**config.mk**
```make
export PLATFORM = sky130hd
export DESIGN_NAME = i2s_frame_scheduler
export DESIGN_NICKNAME = d
export VERILOG_FILES = /design/src/rtl/i2s_frame_scheduler.sv
export SDC_FILE = /design/constraint.sdc
export NUM_CORES = 1
export LEC_CHECK = 0
export BUFFER_PORTS_ARGS = -buffer_cell sky130_fd_sc_hd__clkbuf_2
export CORE_MARGIN = 4
export CORE_UTILIZATION = 50
export CTS_CLUSTER_SIZE = 20
export DETAILED_ROUTE_END_ITERATION = 8
export GPL_TIMING_DRIVEN = 0
export PLACE_DENSITY = 0.74
export SLEW_MARGIN = 15
export SYNTH_ARGS = -nofsm -noshare
export SYNTH_HDL_FRONTEND = slang
export SYNTH_SLANG_ARGS = --single-unit
```
**constraint.sdc**
```tcl
create_clock -name clk -period 6.5 [get_ports clk]
set_input_delay 0.325 -clock clk [delete_from_list [all_inputs] [get_ports clk]]
set_output_delay 0.325 -clock clk [all_outputs]
set_load 0.01 [all_outputs]
```
**src/rtl/i2s_frame_scheduler.sv**
```systemverilog
// rtl/i2s_frame_scheduler.sv - pairs L/R I2S samples, runs them through one shared DSP core, commits frames
module i2s_frame_scheduler #(
  parameter int DATA_WIDTH     = 24,
  parameter int SYNC_STAGES    = 2,
  parameter int TIMEOUT_CYCLES = 1024,
  parameter int CNT_WIDTH      = 16
) (
  input  logic                  clk,
  input  logic                  rst,
  input  logic [DATA_WIDTH-1:0] rx_l_sample,
  input  logic                  rx_l_tgl,
  input  logic [DATA_WIDTH-1:0] rx_r_sample,
  input  logic                  rx_r_tgl,
  input  logic                  bypass,
  output logic                  core_in_valid,
  input  logic                  core_in_ready,
  output logic [DATA_WIDTH-1:0] core_in_data,
  output logic                  core_in_chan,
  input  logic                  core_out_valid,
  output logic                  core_out_ready,
  input  logic [DATA_WIDTH-1:0] core_out_data,
  input  logic                  core_out_chan,
  output logic                  core_abort,
  output logic [DATA_WIDTH-1:0] tx_sample_l,
  output logic [DATA_WIDTH-1:0] tx_sample_r,
  output logic                  frame_done,
  output logic [CNT_WIDTH-1:0]  overrun_cnt,
  output logic [CNT_WIDTH-1:0]  timeout_cnt,
  output logic                  proto_err
);

  localparam int TW = (TIMEOUT_CYCLES > 2) ? $clog2(TIMEOUT_CYCLES) : 1;
  localparam logic [TW-1:0] TIMER_MAX = TW'(TIMEOUT_CYCLES - 1);

  typedef enum logic [2:0] {
    S_IDLE,
    S_ISSUE_L,
    S_WAIT_L,
    S_ISSUE_R,
    S_WAIT_R,
    S_COMMIT
  } state_t;

  // Toggle synchronisers and edge detection
  logic [SYNC_STAGES-1:0] sync_l_q, sync_r_q;
  logic                   prev_l_q, prev_r_q;
  logic                   edge_l, edge_r;

  // Pending sample buffers
  logic                   pend_l_q, pend_r_q;
  logic [DATA_WIDTH-1:0]  buf_l_q, buf_r_q;
  logic [CNT_WIDTH-1:0]   overrun_cnt_q;
  logic                   consume;
  logic                   ovr_l, ovr_r;
  logic [1:0]             ovr_inc;

  // Sequencer state and registered outputs
  state_t                 state_q;
  logic [TW-1:0]          timer_q;
  logic [TW-1:0]          timer_inc;
  logic                   timer_hit;
  logic [DATA_WIDTH-1:0]  work_r_q;
  logic [DATA_WIDTH-1:0]  res_l_q;
  logic                   core_in_valid_q;
  logic [DATA_WIDTH-1:0]  core_in_data_q;
  logic                   core_in_chan_q;
  logic                   core_out_ready_q;
  logic                   core_abort_q;
  logic [DATA_WIDTH-1:0]  tx_l_q, tx_r_q;
  logic                   frame_done_q;
  logic [CNT_WIDTH-1:0]   timeout_cnt_q;
  logic                   proto_err_q;
  logic                   in_fire, out_fire;
  logic [CNT_WIDTH-1:0]   timeout_cnt_inc;

  function automatic logic [CNT_WIDTH-1:0] sat_add(input logic [CNT_WIDTH-1:0] a,
                                                   input logic [1:0] inc);
    logic [CNT_WIDTH:0] s;
    s = {1'b0, a} + {{(CNT_WIDTH-1){1'b0}}, inc};
    return s[CNT_WIDTH] ? {CNT_WIDTH{1'b1}} : s[CNT_WIDTH-1:0];
  endfunction

  assign edge_l  = sync_l_q[SYNC_STAGES-1] ^ prev_l_q;
  assign edge_r  = sync_r_q[SYNC_STAGES-1] ^ prev_r_q;
  assign consume = (state_q == S_IDLE) && pend_l_q && pend_r_q;
  // A new edge in the consume cycle refills the buffer for the next frame, so it is not an overrun.
  assign ovr_l   = edge_l && pend_l_q && !consume;
  assign ovr_r   = edge_r && pend_r_q && !consume;
  assign ovr_inc = {1'b0, ovr_l} + {1'b0, ovr_r};

  assign in_fire   = core_in_valid_q && core_in_ready;
  assign out_fire  = core_out_valid && core_out_ready_q;
  // Timer parks at the deadline so a late handshake cannot wrap it and extend the next wait.
  assign timer_hit = (timer_q == TIMER_MAX);
  assign timer_inc = timer_hit ? timer_q : timer_q + 1'b1;
  assign timeout_cnt_inc = (timeout_cnt_q == {CNT_WIDTH{1'b1}}) ? timeout_cnt_q : timeout_cnt_q + 1'b1;

  // Bring both bclk-domain toggles into clk and remember the last synchronised level.
  always_ff @(posedge clk) begin
    if (rst) begin
      sync_l_q <= '0;
      sync_r_q <= '0;
      prev_l_q <= 1'b0;
      prev_r_q <= 1'b0;
    end else begin
      sync_l_q <= {sync_l_q[SYNC_STAGES-2:0], rx_l_tgl};
      sync_r_q <= {sync_r_q[SYNC_STAGES-2:0], rx_r_tgl};
      prev_l_q <= sync_l_q[SYNC_STAGES-1];
      prev_r_q <= sync_r_q[SYNC_STAGES-1];
    end
  end

  // Capture new samples into the pending buffers and count overwrites of unconsumed samples.
  always_ff @(posedge clk) begin
    if (rst) begin
      pend_l_q      <= 1'b0;
      pend_r_q      <= 1'b0;
      buf_l_q       <= '0;
      buf_r_q       <= '0;
      overrun_cnt_q <= '0;
    end else begin
      pend_l_q <= edge_l || (pend_l_q && !consume);
      pend_r_q <= edge_r || (pend_r_q && !consume);
      if (edge_l) buf_l_q <= rx_l_sample;
      if (edge_r) buf_r_q <= rx_r_sample;
      overrun_cnt_q <= sat_add(overrun_cnt_q, ovr_inc);
    end
  end

  // Frame sequencer: issue L then R to the core, enforce deadlines, commit both channels at once.
  always_ff @(posedge clk) begin
    if (rst) begin
      state_q          <= S_IDLE;
      timer_q          <= '0;
      work_r_q         <= '0;
      res_l_q          <= '0;
      core_in_valid_q  <= 1'b0;
      core_in_data_q   <= '0;
      core_in_chan_q   <= 1'b0;
      core_out_ready_q <= 1'b0;
      core_abort_q     <= 1'b0;
      tx_l_q           <= '0;
      tx_r_q           <= '0;
      frame_done_q     <= 1'b0;
      timeout_cnt_q    <= '0;
      proto_err_q      <= 1'b0;
    end else begin
      frame_done_q <= 1'b0;
      core_abort_q <= 1'b0;
      unique case (state_q)
        S_IDLE: begin
          if (consume) begin
            work_r_q <= buf_r_q;
            if (bypass) begin
              tx_l_q       <= buf_l_q;
              tx_r_q       <= buf_r_q;
              frame_done_q <= 1'b1;
              state_q      <= S_COMMIT;
            end else begin
              timer_q         <= '0;
              core_in_valid_q <= 1'b1;
              core_in_data_q  <= buf_l_q;
              core_in_chan_q  <= 1'b0;
              state_q         <= S_ISSUE_L;
            end
          end
        end

        S_ISSUE_L: begin
          if (in_fire) begin
            core_in_valid_q  <= 1'b0;
            core_out_ready_q <= 1'b1;
            timer_q          <= timer_inc;
            state_q          <= S_WAIT_L;
          end else if (timer_hit) begin
            // Left missed its deadline: hold the last committed left sample and move on to right.
            res_l_q         <= tx_l_q;
            core_abort_q    <= 1'b1;
            timeout_cnt_q   <= timeout_cnt_inc;
            timer_q         <= '0;
            core_in_valid_q <= 1'b1;
            core_in_data_q  <= work_r_q;
            core_in_chan_q  <= 1'b1;
            state_q         <= S_ISSUE_R;
          end else begin
            timer_q <= timer_inc;
          end
        end

        S_WAIT_L: begin
          if (out_fire && !core_out_chan) begin
            res_l_q          <= core_out_data;
            core_out_ready_q <= 1'b0;
            timer_q          <= '0;
            core_in_valid_q  <= 1'b1;
            core_in_data_q   <= work_r_q;
            core_in_chan_q   <= 1'b1;
            state_q          <= S_ISSUE_R;
          end else begin
            // A result tagged for the other channel is dropped and flagged.
            if (out_fire) proto_err_q <= 1'b1;
            if (timer_hit) begin
              res_l_q          <= tx_l_q;
              core_abort_q     <= 1'b1;
              timeout_cnt_q    <= timeout_cnt_inc;
              core_out_ready_q <= 1'b0;
              timer_q          <= '0;
              core_in_valid_q  <= 1'b1;
              core_in_data_q   <= work_r_q;
              core_in_chan_q   <= 1'b1;
              state_q          <= S_ISSUE_R;
            end else begin
              timer_q <= timer_inc;
            end
          end
        end

        S_ISSUE_R: begin
          if (in_fire) begin
            core_in_valid_q  <= 1'b0;
            core_out_ready_q <= 1'b1;
            timer_q          <= timer_inc;
            state_q          <= S_WAIT_R;
          end else if (timer_hit) begin
            core_abort_q    <= 1'b1;
            timeout_cnt_q   <= timeout_cnt_inc;
            core_in_valid_q <= 1'b0;
            tx_l_q          <= res_l_q;
            frame_done_q    <= 1'b1;
            state_q         <= S_COMMIT;
          end else begin
            timer_q <= timer_inc;
          end
        end

        S_WAIT_R: begin
          if (out_fire && core_out_chan) begin
            core_out_ready_q <= 1'b0;
            tx_l_q           <= res_l_q;
            tx_r_q           <= core_out_data;
            frame_done_q     <= 1'b1;
            state_q          <= S_COMMIT;
          end else begin
            if (out_fire) proto_err_q <= 1'b1;
            if (timer_hit) begin
              // Right missed its deadline: tx_r keeps its last committed value.
              core_abort_q     <= 1'b1;
              timeout_cnt_q    <= timeout_cnt_inc;
              core_out_ready_q <= 1'b0;
              tx_l_q           <= res_l_q;
              frame_done_q     <= 1'b1;
              state_q          <= S_COMMIT;
            end else begin
              timer_q <= timer_inc;
            end
          end
        end

        S_COMMIT: begin
          state_q <= S_IDLE;
        end

        default: begin
          state_q <= S_IDLE;
        end
      endcase
    end
  end

  assign core_in_valid  = core_in_valid_q;
  assign core_in_data   = core_in_data_q;
  assign core_in_chan   = core_in_chan_q;
  assign core_out_ready = core_out_ready_q;
  assign core_abort     = core_abort_q;
  assign tx_sample_l    = tx_l_q;
  assign tx_sample_r    = tx_r_q;
  assign frame_done     = frame_done_q;
  assign overrun_cnt    = overrun_cnt_q;
  assign timeout_cnt    = timeout_cnt_q;
  assign proto_err      = proto_err_q;

endmodule

```
Yosys cells after proc, flatten, opt, wreduce, memory -nomap -nowiden:

Cells that the tools add are included.

* $add $sub $neg: 4
* multipliers: 0
* divide/modulo/power cells: 0
* $lt $le $gt $ge: 0
* eq/ne operators: 17
* shifts and indexed selects: 0
* mux-type cells: 78
* bitwise operators: 2
* reductions and logical operators: 36

Operator list (number)
* $mux 24: 16
* $pmux 24 s3: 2
* $mux 16: 6
* $pmux 24 s2: 2
* $mux 10: 9
* $pmux 10 s5: 1
* $pmux 16 s3: 1
* $mux 1: 26
* $mux 3: 8
* $reduce_and 4->1: 6
* $ne 2x2->1 const B: 9
* $add 16x2->17: 1
* $add 16x1->16 const B: 1
* $eq 16x16->1 const B: 1
* $pmux 3 s5: 1
* $logic_and 1x1->1: 12
* $pmux 1 s3: 4
* $add 10x1->10 const B: 1
* $eq 10x10->1 const B: 1
* $reduce_bool 3->1: 3
* $eq 3x2->1 const B: 2
* $reduce_and 2->1: 3
* $reduce_bool 2->1: 3
* $reduce_bool 5->1: 1
* other kinds (14): 17

* flip-flop bits (word level): 227
* latch bits: 0
* memory bits (writable): 0
* bits in read-only memories: 0
* bits of input ports: 80
* output and inout port bits: 110
* word-level logic and storage cells: 160
* memories: 0

Depth between registers and ports, before layout:

Gate-level depths: netlist of run 1.

* depth in word-level cells: 8
* mapped depth: 14

Worst setup path after synthesis of run 1:

Ideal clock, no wire load.

* kind: register to register
* start: register sync_l_q[1]
* end: register overrun_cnt_q[13], in the netlist overrun_cnt[13]
* setup time: 70 ps
* data arrival time: 3125 ps
* data required time: 6430 ps
* setup slack: 3305 ps
* stages on the path, launching flop included: 13
* buffers on the path: 2
* path through: dfxtp_1 -> xor2_1 -> clkbuf_1 -> nand3_1 -> fa_1 -> inv_1 -> ha_1 -> nand3_1 -> nor4_1 -> nand2_1 -> or2_2 -> clkbuf_1 -> a21oi_1

* cells in the longest elaborated chain, start to end: 6

Ends and longest elaborated chain
* start, declared: line 45 `logic [SYNC_STAGES-1:0] sync_l_q, sync_r_q;`
* start signal, assigned: line 106 `sync_l_q <= {sync_l_q[SYNC_STAGES-2:0], rx_l_tgl};`
* $xor 1x1->1: line 83 `assign edge_l = sync_l_q[SYNC_STAGES-1] ^ prev_l_q;`
* $logic_and 1x1->1 (2 in series): line 87 `assign ovr_l = edge_l && pend_l_q && !consume;`
* $add 1x1->2: line 89 `assign ovr_inc = {1'b0, ovr_l} + {1'b0, ovr_r};`
* $add 16x2->17: line 79 `s = {1'b0, a} + {{(CNT_WIDTH-1){1'b0}}, inc};`
* $mux 16: line 80 `return s[CNT_WIDTH] ? {CNT_WIDTH{1'b1}} : s[CNT_WIDTH-1:0];`
* end signal, assigned: line 126 `overrun_cnt_q <= sat_add(overrun_cnt_q, ovr_inc);`
* end, declared: line 52 `logic [CNT_WIDTH-1:0] overrun_cnt_q;`

No other way between the ends.
A chain may end at the register's enable or synchronous reset.

Worst setup path after layout of run 1:

Same ends and word-level chain as after synthesis.

==> impl_results.md, run 1 <==
* Status: complete, no violations
* Detailed Routing Iterations Pass 1 at 6
* Vias/cell at 5.824
* RSZ-0062 raised after global routing: false
* IO Pins at 190
* Initial DRC count at 974
* WP data required at 6.93 ns
* Cell variety after synth at 64
* Antenna violations before repair at 2
* Pin count of the biggest net entering global routing at 14
* # hold bufs at CTS at 0
* Seq/Total Area, Yosys at 0.4790
* Endpoints failing setup at 0
* Insertion delay to the later sink of the worst-skew pair at 0.53 ns
* Die area at 21,240 µm²
* Root Driver: clkbuf_16
* Critical-path maximum fanout at 10
* Vias at 9,376
* Share of cells above drive strength 1 at 0.1860
* Crit Path Class: reg2reg
* Antenna diodes at 0
* Placer Congestion at 0.9103
* Port Buf Inserts at 189
* Worst slew margin at 0.3167
* Post-synth top flop: dfxtp_1
* Gate Count Post-Synth at 1,143
* CTS Buf Count at 24
* Area growth, synth to finish at 21.76%
* Max Root-Sink Buffers at 3
* FP Rows at 50
* H-tree levels at 1
* Grt ovf at 0
* Fin crit share at 0.6596
* First-pass GRT wire length at 47,400 µm
* Leakage at 4.446 nW
* Syn_nets at 1,228
* Final hold vios at 0
* Max Cap Viol at 0
* Cell Area, Synth at 9487 µm²
* Max-slew violations at 0
* Worst slew pin tran at 1.025 ns
* Synth Register Bits at 227
* Fin Hold WS at 0.01781 ns
* Synth warnings at 0
* Final HPWL DP at 21,980 µm
* Num Clock Sinks at 227
* Final #Nets at 1,443
* Hold Path Depth at 3
* Setup crit start kind: flip-flop
* EDFF count, synth at 0
* Critical path arrival at 4.72 ns
* Hold crit path type: in2reg
* Final WL at 30,390 µm
* Avg Cell Area, Syn at 8.300 µm²
* R2R cell count at 12
* Core region area at 18,710 µm²
* Resize count post-CTS at 0
* Mean routed wirelength per cell at 18.88 µm
* Number of global-route vias before repair at 8,845
* CTS tree: yes
* Post-route ant nets at 0
* PwrDens at 263.8 nW/µm²
* Initial core utilization at 0.5072
* DRC viols at 0
* Fin Setup TNS at 0 ns
* Peak VDD IR at 0.2085 mV
* Fin Clk Skew at 0.02403 ns
* All-Layer GR Usage at 0.2715
* Crit path time final at 4.287 ns
* CP endpoint kind: flip-flop
* Total setup buffers inserted after CTS at 0
* Die Span Y at 145.7 µm
* Clock transition at path regs at 0.06 ns
* Fmax at 0.2333 GHz
* FFs w/ async S/R, synth at 0
* Die X at 145.7 µm
==> power breakdown <==
part / switching, mW / internal [mW]
combinational: 0.127 / 0.0600
clock: 0.564 / 0.862
sequential: 0.0207 / 1.41
total: 0.711 / 2.34
==> cell type report <==
cell class | instances | area (µm²)
fill | 1693 | 7154
multi-input combinational | 824 | 4571
sequential | 227 | 4544
timing repair buffer | 189 | 945.9
clock buffer | 36 | 695.7
buffer | 80 | 324.1
tap | 234 | 292.8
clock inverter | 8 | 130.1
inverter | 12 | 47.55
==> critical path, stage by stage, from the launching register on <==
cell and delay, ns:
dfxtp_1 0.37, xor2_1 0.73, clkbuf_1 0.55, nand3_1 0.19, fa_1 0.44, inv_1 0.07, ha_1 0.20, nand3_1 0.09
nor4_1 0.56, nand2_1 0.19, or2_2 0.37, clkbuf_1 0.24, a21oi_1 0.20
==> stage by stage <==
stage | instance area, µm² | setup slack [ns] | total power, mW | std cells | util
after floorplan | 9487 | 3.305 | 1.560 | 1143 | -
after global placement | 10730 | 2.255 | 1.646 | 1566 | 0.5734
after detailed placement | 10730 | 2.185 | 1.648 | 1566 | 0.5734
after CTS | 11550 | 2.118 | 3.054 | 1610 | 0.6175
after global routing | 11550 | 1.833 | 3.146 | 1610 | 0.6175
final | 11550 | 2.213 | 3.048 | 1610 | 0.6175
==> synth_stat cells (2+ instances only) <==
cell        n  share of area
nor4b_1     2         0.0018
or2_2       3         0.0020
inv_1      11         0.0044
o31ai_1     3         0.0024
dfxtp_1   227           0.48
xor2_1     15          0.014
nor2_1     80          0.032
a21oi_1   107          0.056
o21ai_1     2         0.0011
a211oi_1   25          0.020
o21bai_1    2         0.0016
clkbuf_1   56          0.022
a311oi_1   26          0.024
mux2i_1    25          0.026
a221oi_1    2         0.0018
a31oi_1    11         0.0073
and3_1     11         0.0073
a21o_1      6         0.0047
buf_2      16         0.0084
nand3b_1    6         0.0047
o21ai_0    57          0.030
nand3_1    25          0.013
xnor2_1    11          0.010
a22oi_1    71          0.056
and2_1      2         0.0013
nand4_1     6         0.0040
buf_1       7         0.0028
and4_1      5         0.0046
nor3_1      7         0.0037
nor2b_1    13         0.0086
nor3_2      2         0.0021
nand2b_1    5         0.0033
or3_1       4         0.0026
ha_1        4         0.0053
nand2_1   259           0.10
==> logic make-up after synthesis <==
group	after synthesis	synth area share
multiplexers	25	0.02638
flip-flops	227	0.4790
AND/OR/NAND/NOR	442	0.2051
adder cells (fa/ha/maj)	6	0.008441
buffers and inverters	92	0.03917
XOR/XNOR	26	0.02400
AO/OA/AOI/OAI	325	0.2179
==> final timing paths <==
kind / from / slack (ns) / end
min: rx_r_sample[22] / 0.02 / buf_r_q[22]$_SDFFE_PP0N_
min reg2reg: sync_r_q[0]$_SDFF_PP0_ / 0.44 / sync_r_q[1]$_SDFF_PP0_
max: sync_l_q[1]$_SDFF_PP0_ / 2.21 / overrun_cnt[13]$_SDFF_PP0_
max reg2reg: sync_l_q[1]$_SDFF_PP0_ / 2.21 / overrun_cnt[13]$_SDFF_PP0_
==> state kept, by name, indices dropped and copies added (netlist names), 2 cells and up <==
signal,count
buf_l_q,24
buf_r_q,24
core_in_data,24
overrun_cnt,16
res_l_q,24
state_q,3
sync_l_q,2
sync_r_q,2
timeout_cnt,16
timer_q,10
tx_sample_l,24
tx_sample_r,24
work_r_q,24
==> placed cells by master, fill, tap and decap left out, drive strengths merged, types with 4 or more instances in the layout <==
cell type / count
clkbuf: 281
nand2: 259
dfxtp: 227
a21oi: 107
nor2: 81
a22oi: 71
o21ai: 59
a311oi: 26
a211oi: 26
nand3: 25
mux2i: 25
buf: 24
xor2: 15
nor2b: 13
inv: 13
and3: 11
xnor2: 11
a31oi: 11
nor3: 10
nand4: 6
nand3b: 6
a21o: 6
and4: 6
nand2b: 5
or3: 4
ha: 4
clkinv: 4
==> layer usage <==
metal,routed length (µm),track usage,share of wire,up-vias
li1,-,-,-,4458
met1,12640,0.3634,0.42,4379
met2,13860,0.4355,0.46,473
met3,2941,0.06478,0.097,62
met4,914,0.08737,0.030,4
met5,27,0,0.00089,-
Note: power is estimated with default switching activity, not from simulation.
==> run 2: changes to the inputs <==
Clock period 6.5 ns to 4.2 ns, I/O delays scaled along.
==> impl_results.md, run 2 (synthesis results as in run 1) <==
* Most common cell after layout, fill and taps aside: nand2_1
* Grt ovf at 0
* Die area at 21,240 µm²
* WP data required at 4.63 ns
* Worst reg2reg path endpoint: overrun_cnt[13]$_SDFF_PP0_
* Max Cap Viol at 0
* Number of global-route vias before repair at 9,372
* Fillers at 1,585
* H-tree levels at 1
* Die X at 145.7 µm
* Clock transition at path regs at 0.06 ns
* Crit path time final at 3.804 ns
* Fin Setup TNS at 0 ns
* Max Root-Sink Buffers at 3
* PwrDens at 388.3 nW/µm²
* First-pass GRT wire length at 49,690 µm
* Hold Path Depth at 3
* Antenna diodes at 0
* Initial core utilization at 0.5072
* Pin count of the biggest net entering global routing at 14
* Leakage at 4.759 nW
* R2R cell count at 14
* Setup crit start kind: flip-flop
* CP endpoint kind: flip-flop
* Placer Congestion at 0.9103
* RSZ-0062 raised after global routing: false
* Total setup buffers inserted after CTS at 0
* Peak VDD IR at 0.3215 mV
* Hold wc startpoint: core_out_data[17]
* Critical path arrival at 4.23 ns
* Core region area at 18,710 µm²
* WHS Endpoint: tx_sample_r[17]$_SDFFE_PP0P_
* Vias/cell at 5.780
* Final WL at 31,660 µm
* All-Layer GR Usage at 0.2841
* Share of cells above drive strength 1 at 0.1808
* Num Clock Sinks at 227
* Insertion delay to the later sink of the worst-skew pair at 0.53 ns
* Area growth, synth to finish at 29.73%
* Critical-path maximum fanout at 10
* Worst reg2reg startpoint: state_q[1]$_SDFFE_PP0N_
* CP startpoint: state_q[1]$_SDFFE_PP0N_
* DRC viols at 0
* Final #Nets at 1,516
* Design Area, Final at 12,310 µm²
* Fmax at 0.2629 GHz
* Area after DPL at 10,730 µm²
* Worst slew pin tran at 1.023 ns
* CTS tree: yes
* CTS Buf Count at 24
* Max-slew violations at 0
* Detailed Routing Iterations Pass 1 at 6
* Status: complete, no violations
* Mean routed wirelength per cell at 18.81 µm
* Most frequent cells in the layout: nand2_1 (259), dfxtp_1 (227), clkbuf_2 (192)
* FP Rows at 50
* Fin crit share at 0.9057
* IO Pins at 190
* R2r setup slk at 0.40 ns
* Fin Clk Skew at 0.02417 ns
* Final HPWL DP at 21,980 µm
* Initial DRC count at 1,030
* Worst slew margin at 0.3180
* Crit Path Class: reg2reg
* Hold crit path type: in2reg
* Root Driver: clkbuf_16
* Final hold vios at 0
* Antenna violations before repair at 1
* Endpoints failing setup at 0
* Port Buf Inserts at 189
* Die Span Y at 145.7 µm
* Post-route ant nets at 0
* Vias at 9,728
==> run 2: changes by cell type in the layout (fill, tap and decap cells not counted), sizes merged <==
cell,delta
dlygate4sd3,+73
==> run 2: cell type report <==
cell class,instances,area (µm²),area share
well taps,234,292.8,0.02379
multi-input cells,824,4592,0.3731
clock inverters,8,130.1,0.01057
clock buffers,36,695.7,0.05653
inverters,12,47.55,0.003863
plain buffers,80,327.8,0.02664
repair buffers,262,1677,0.1362
flip-flops and latches,227,4544,0.3693
==> run 2: layer usage <==
layer,global-route usage,vias up,share of wire
li1,-,4612,-
met1,0.3716,4498,0.41
met2,0.4585,532,0.46
met3,0.06384,84,0.096
met4,0.1121,2,0.039
met5,0,-,0.00022
==> run 2: report_power, final <==
part,internal [mW],switching (mW),leakage (nW)
logic,0.138,0.210,2.52
clock network,1.33,0.875,0.406
registers,2.19,0.0327,1.83
total,3.66,1.12,4.76
==> run 2: per-stage QoR <==
step | hold WS [ns] | utilization | setup WS [ns] | power [mW] | instances
3_3_place_gp | 0.4217 | 0.5734 | -0.04459 | 2.548 | 1566
6_report | 0.03661 | 0.6579 | 0.3960 | 4.779 | 1683
4_1_cts | 0.01424 | 0.6574 | 0.08664 | 4.780 | 1683
5_1_grt | 0.04932 | 0.6579 | 0.1552 | 4.930 | 1683
2_1_floorplan | 0.3382 | - | 1.005 | 2.414 | 1143
3_5_place_dp | 0.4396 | 0.5734 | -0.1154 | 2.550 | 1566
==> run 2: worst max path at each step <==
| stage | endpoint | slack [ns] |
|---|---|---|
| global route | overrun_cnt[13]$_SDFF_PP0_ | 0.16 |
| CTS | overrun_cnt[13]$_SDFF_PP0_ | 0.09 |
| finish | overrun_cnt[13]$_SDFF_PP0_ | 0.40 |
| detailed placement | overrun_cnt[13]$_SDFF_PP0_ | -0.12 |
| floorplan | overrun_cnt[13]$_SDFF_PP0_ | 1.00 |
| global placement | overrun_cnt[13]$_SDFF_PP0_ | -0.04 |
==> run 2: worst max-delay path, cell delays in order (launching register included) <==
cell and delay (ns):
dfxtp_1 0.30, buf_2 0.20, nor3_2 0.12, nand3_1 0.36, clkbuf_2 0.35, nand3_1 0.14, fa_1 0.43, inv_1 0.07
ha_1 0.20, nand3_1 0.11, nor4_2 0.45, nand2_1 0.17, or2_2 0.36, clkbuf_1 0.24, a21oi_1 0.21
==> run 2: what timing repair did <==
action	in CTS	in global routing
endpoints found under the setup margin	10	10
hold buffers	73	0
resized for setup	2	7
hold endpoints to repair	73	0
==> run 3: changes to the inputs <==
Settings changed: BUFFER_PORTS_ARGS -buffer_cell sky130_fd_sc_hd__clkbuf_2 to -buffer_cell sky130_fd_sc_hd__buf_2.
==> impl_results.md, run 3 (synthesis results as in run 1) <==
* Status: complete, no violations
* Fin Clk Skew at 0.01389 ns
* Critical path arrival at 4.25 ns
* Most common cell after layout, fill and taps aside: nand2_1
* Fillers at 1,581
* Final #Nets at 1,514
* Crit Path Class: reg2reg
* Max Root-Sink Buffers at 3
* Max Cap Viol at 0
* Root Driver: clkbuf_16
* Antenna violations before repair at 1
* First-pass GRT wire length at 49,600 µm
* Initial DRC count at 834
* Worst path cell trace: buf_2 > nor3_2 > nand3_1 > clkbuf_2 > nand3_1 > fa_1 > inv_1 > ha_1 > nand3_1 > nor4_2 > nand2_1 > or2_2 > clkbuf_1 > a21oi_1
* Fin crit share at 0.9082
* Post-route ant nets at 0
* H-tree levels at 1
* Placer Congestion at 0.9135
* Fmax at 0.2622 GHz
* Critical-path maximum fanout at 10
* CTS tree: yes
* Die X at 145.7 µm
* Share of cells above drive strength 1 at 0.1840
* IO Pins at 190
* All-Layer GR Usage at 0.2839
* Worst slew pin tran at 1.012 ns
* Num Clock Sinks at 227
* WP data required at 4.63 ns
* Leakage at 4.840 nW
* Mean routed wirelength per cell at 18.76 µm
* FP Rows at 50
* Dpl ws at -0.1233 ns
* CP endpoint kind: flip-flop
* Setup crit start kind: flip-flop
* Most frequent cells in the layout: nand2_1 (259), dfxtp_1 (227), buf_2 (205)
* Total setup buffers inserted after CTS at 0
* Fin cells at 1,681
* Worst slew margin at 0.3238
* Dpl cells at 1,566
* Grt ovf at 0
* Clock transition at path regs at 0.06 ns
* Crit path max-delay cell type: fa_1
* Crit path time final at 3.814 ns
* Die area at 21,240 µm²
* Top delay family on crit path: simple AND/OR/NAND/NOR gates
* Detailed Routing Iterations Pass 1 at 6
* Slowest stage delay, CP at 0.43 ns
* Initial core utilization at 0.5072
* Max-slew violations at 0
* Buf+Inv Stages, Crit Path at 4
* Pin count of the biggest net entering global routing at 14
* Hold crit path type: in2reg
* Final WL at 31,540 µm
* Final HPWL DP at 21,950 µm
* Area growth, synth to finish at 29.35%
* DRC viols at 0
* RSZ-0062 raised after global routing: false
* PwrDens at 383.1 nW/µm²
* Core region area at 18,710 µm²
* Number of global-route vias before repair at 9,288
* CTS Buf Count at 24
* Final WS setup at 0.3856 ns
* Insertion delay to the later sink of the worst-skew pair at 0.52 ns
* Peak VDD IR at 0.3247 mV
* Endpoints failing setup at 0
* Cell repeated most along the worst path: nand3_1
* Final hold vios at 0
* Vias at 9,761
* Port Buf Inserts at 189
* Die Span Y at 145.7 µm
* Vias/cell at 5.807
[run 3: cell types whose count changed in the layout (fill, tap and decap cells not counted), sizes merged]
cell         previous run  this run
buf                    24       213
inv                    13        12
bufinv                  3         2
clkbuf                281        88
dlygate4sd3            73        71
diode                   0         1
clkinv                  4         9
[run 3: timing repair]
action | 4_1_cts | 5_1_grt
resized for setup | 2 | 7
hold buffers | 71 | 0
setup endpoints to repair | 10 | 11
endpoints found under the hold margin | 71 | 0
[run 3: tightest hold or removal path, cell delays in order]
cell and delay [ns]:
buf_2 0.12, nand2_1 0.06, a311oi_1 0.09
[run 3: stage by stage]
| step | total power [mW] | TNS, ns | utilization | hold slack [ns] | cell area (µm²) |
|---|---|---|---|---|---|
| finish | 4.700 | 0 | 0.6560 | 0.01745 | 12270 |
| global route | 4.849 | 0 | 0.6560 | 0.005620 | 12270 |
| CTS | 4.715 | 0 | 0.6553 | 0.004569 | 12260 |
| detailed placement | 2.550 | -0.8149 | 0.5734 | 0.4292 | 10730 |
| global placement | 2.547 | -0.03035 | 0.5734 | 0.4225 | 10730 |
| floorplan | 2.414 | 0 | - | 0.3382 | 9487 |
[run 3: area by class of cell]
| class | count | area, µm² | share of cell area |
|---|---|---|---|
| multi-input combinational | 824 | 4592 | 0.3742 |
| sequential | 227 | 4544 | 0.3703 |
| timing repair buffer | 260 | 1657 | 0.1350 |
| clock buffer | 32 | 690.7 | 0.05629 |
| buffer | 80 | 327.8 | 0.02672 |
| tap | 234 | 292.8 | 0.02386 |
| clock inverter | 11 | 116.4 | 0.009483 |
| inverter | 12 | 47.55 | 0.003875 |
| antenna | 1 | 2.502 | 0.0002039 |
[run 3: report_power, final]
group / internal (mW) / total, mW / switching (mW)
clock network: 1.28 / 2.13 / 0.857
registers: 2.19 / 2.22 / 0.0328
logic: 0.137 / 0.345 / 0.208
[run 3: per-layer routing]
layer	up-vias	part of all wire	wire, µm	track usage
met4	0	0.046	1466	0.1244
li1	4603	-	-	-
met1	4546	0.42	13140	0.3792
met2	509	0.45	14120	0.4489
met3	103	0.089	2816	0.05543
met5	-	0	0	0
[run 3: path summary, 6_finish.rpt]
path	startpoint	to	slack, ns	cells after the start
max reg2reg	state_q[0]$_SDFFE_PP0N_	overrun_cnt[10]$_SDFF_PP0_	0.39	14
min	core_out_data[3]	tx_sample_r[3]$_SDFFE_PP0P_	0.02	3
max	state_q[0]$_SDFFE_PP0N_	overrun_cnt[10]$_SDFF_PP0_	0.39	14
min reg2reg	sync_l_q[0]$_SDFF_PP0_	sync_l_q[1]$_SDFF_PP0_	0.44	1
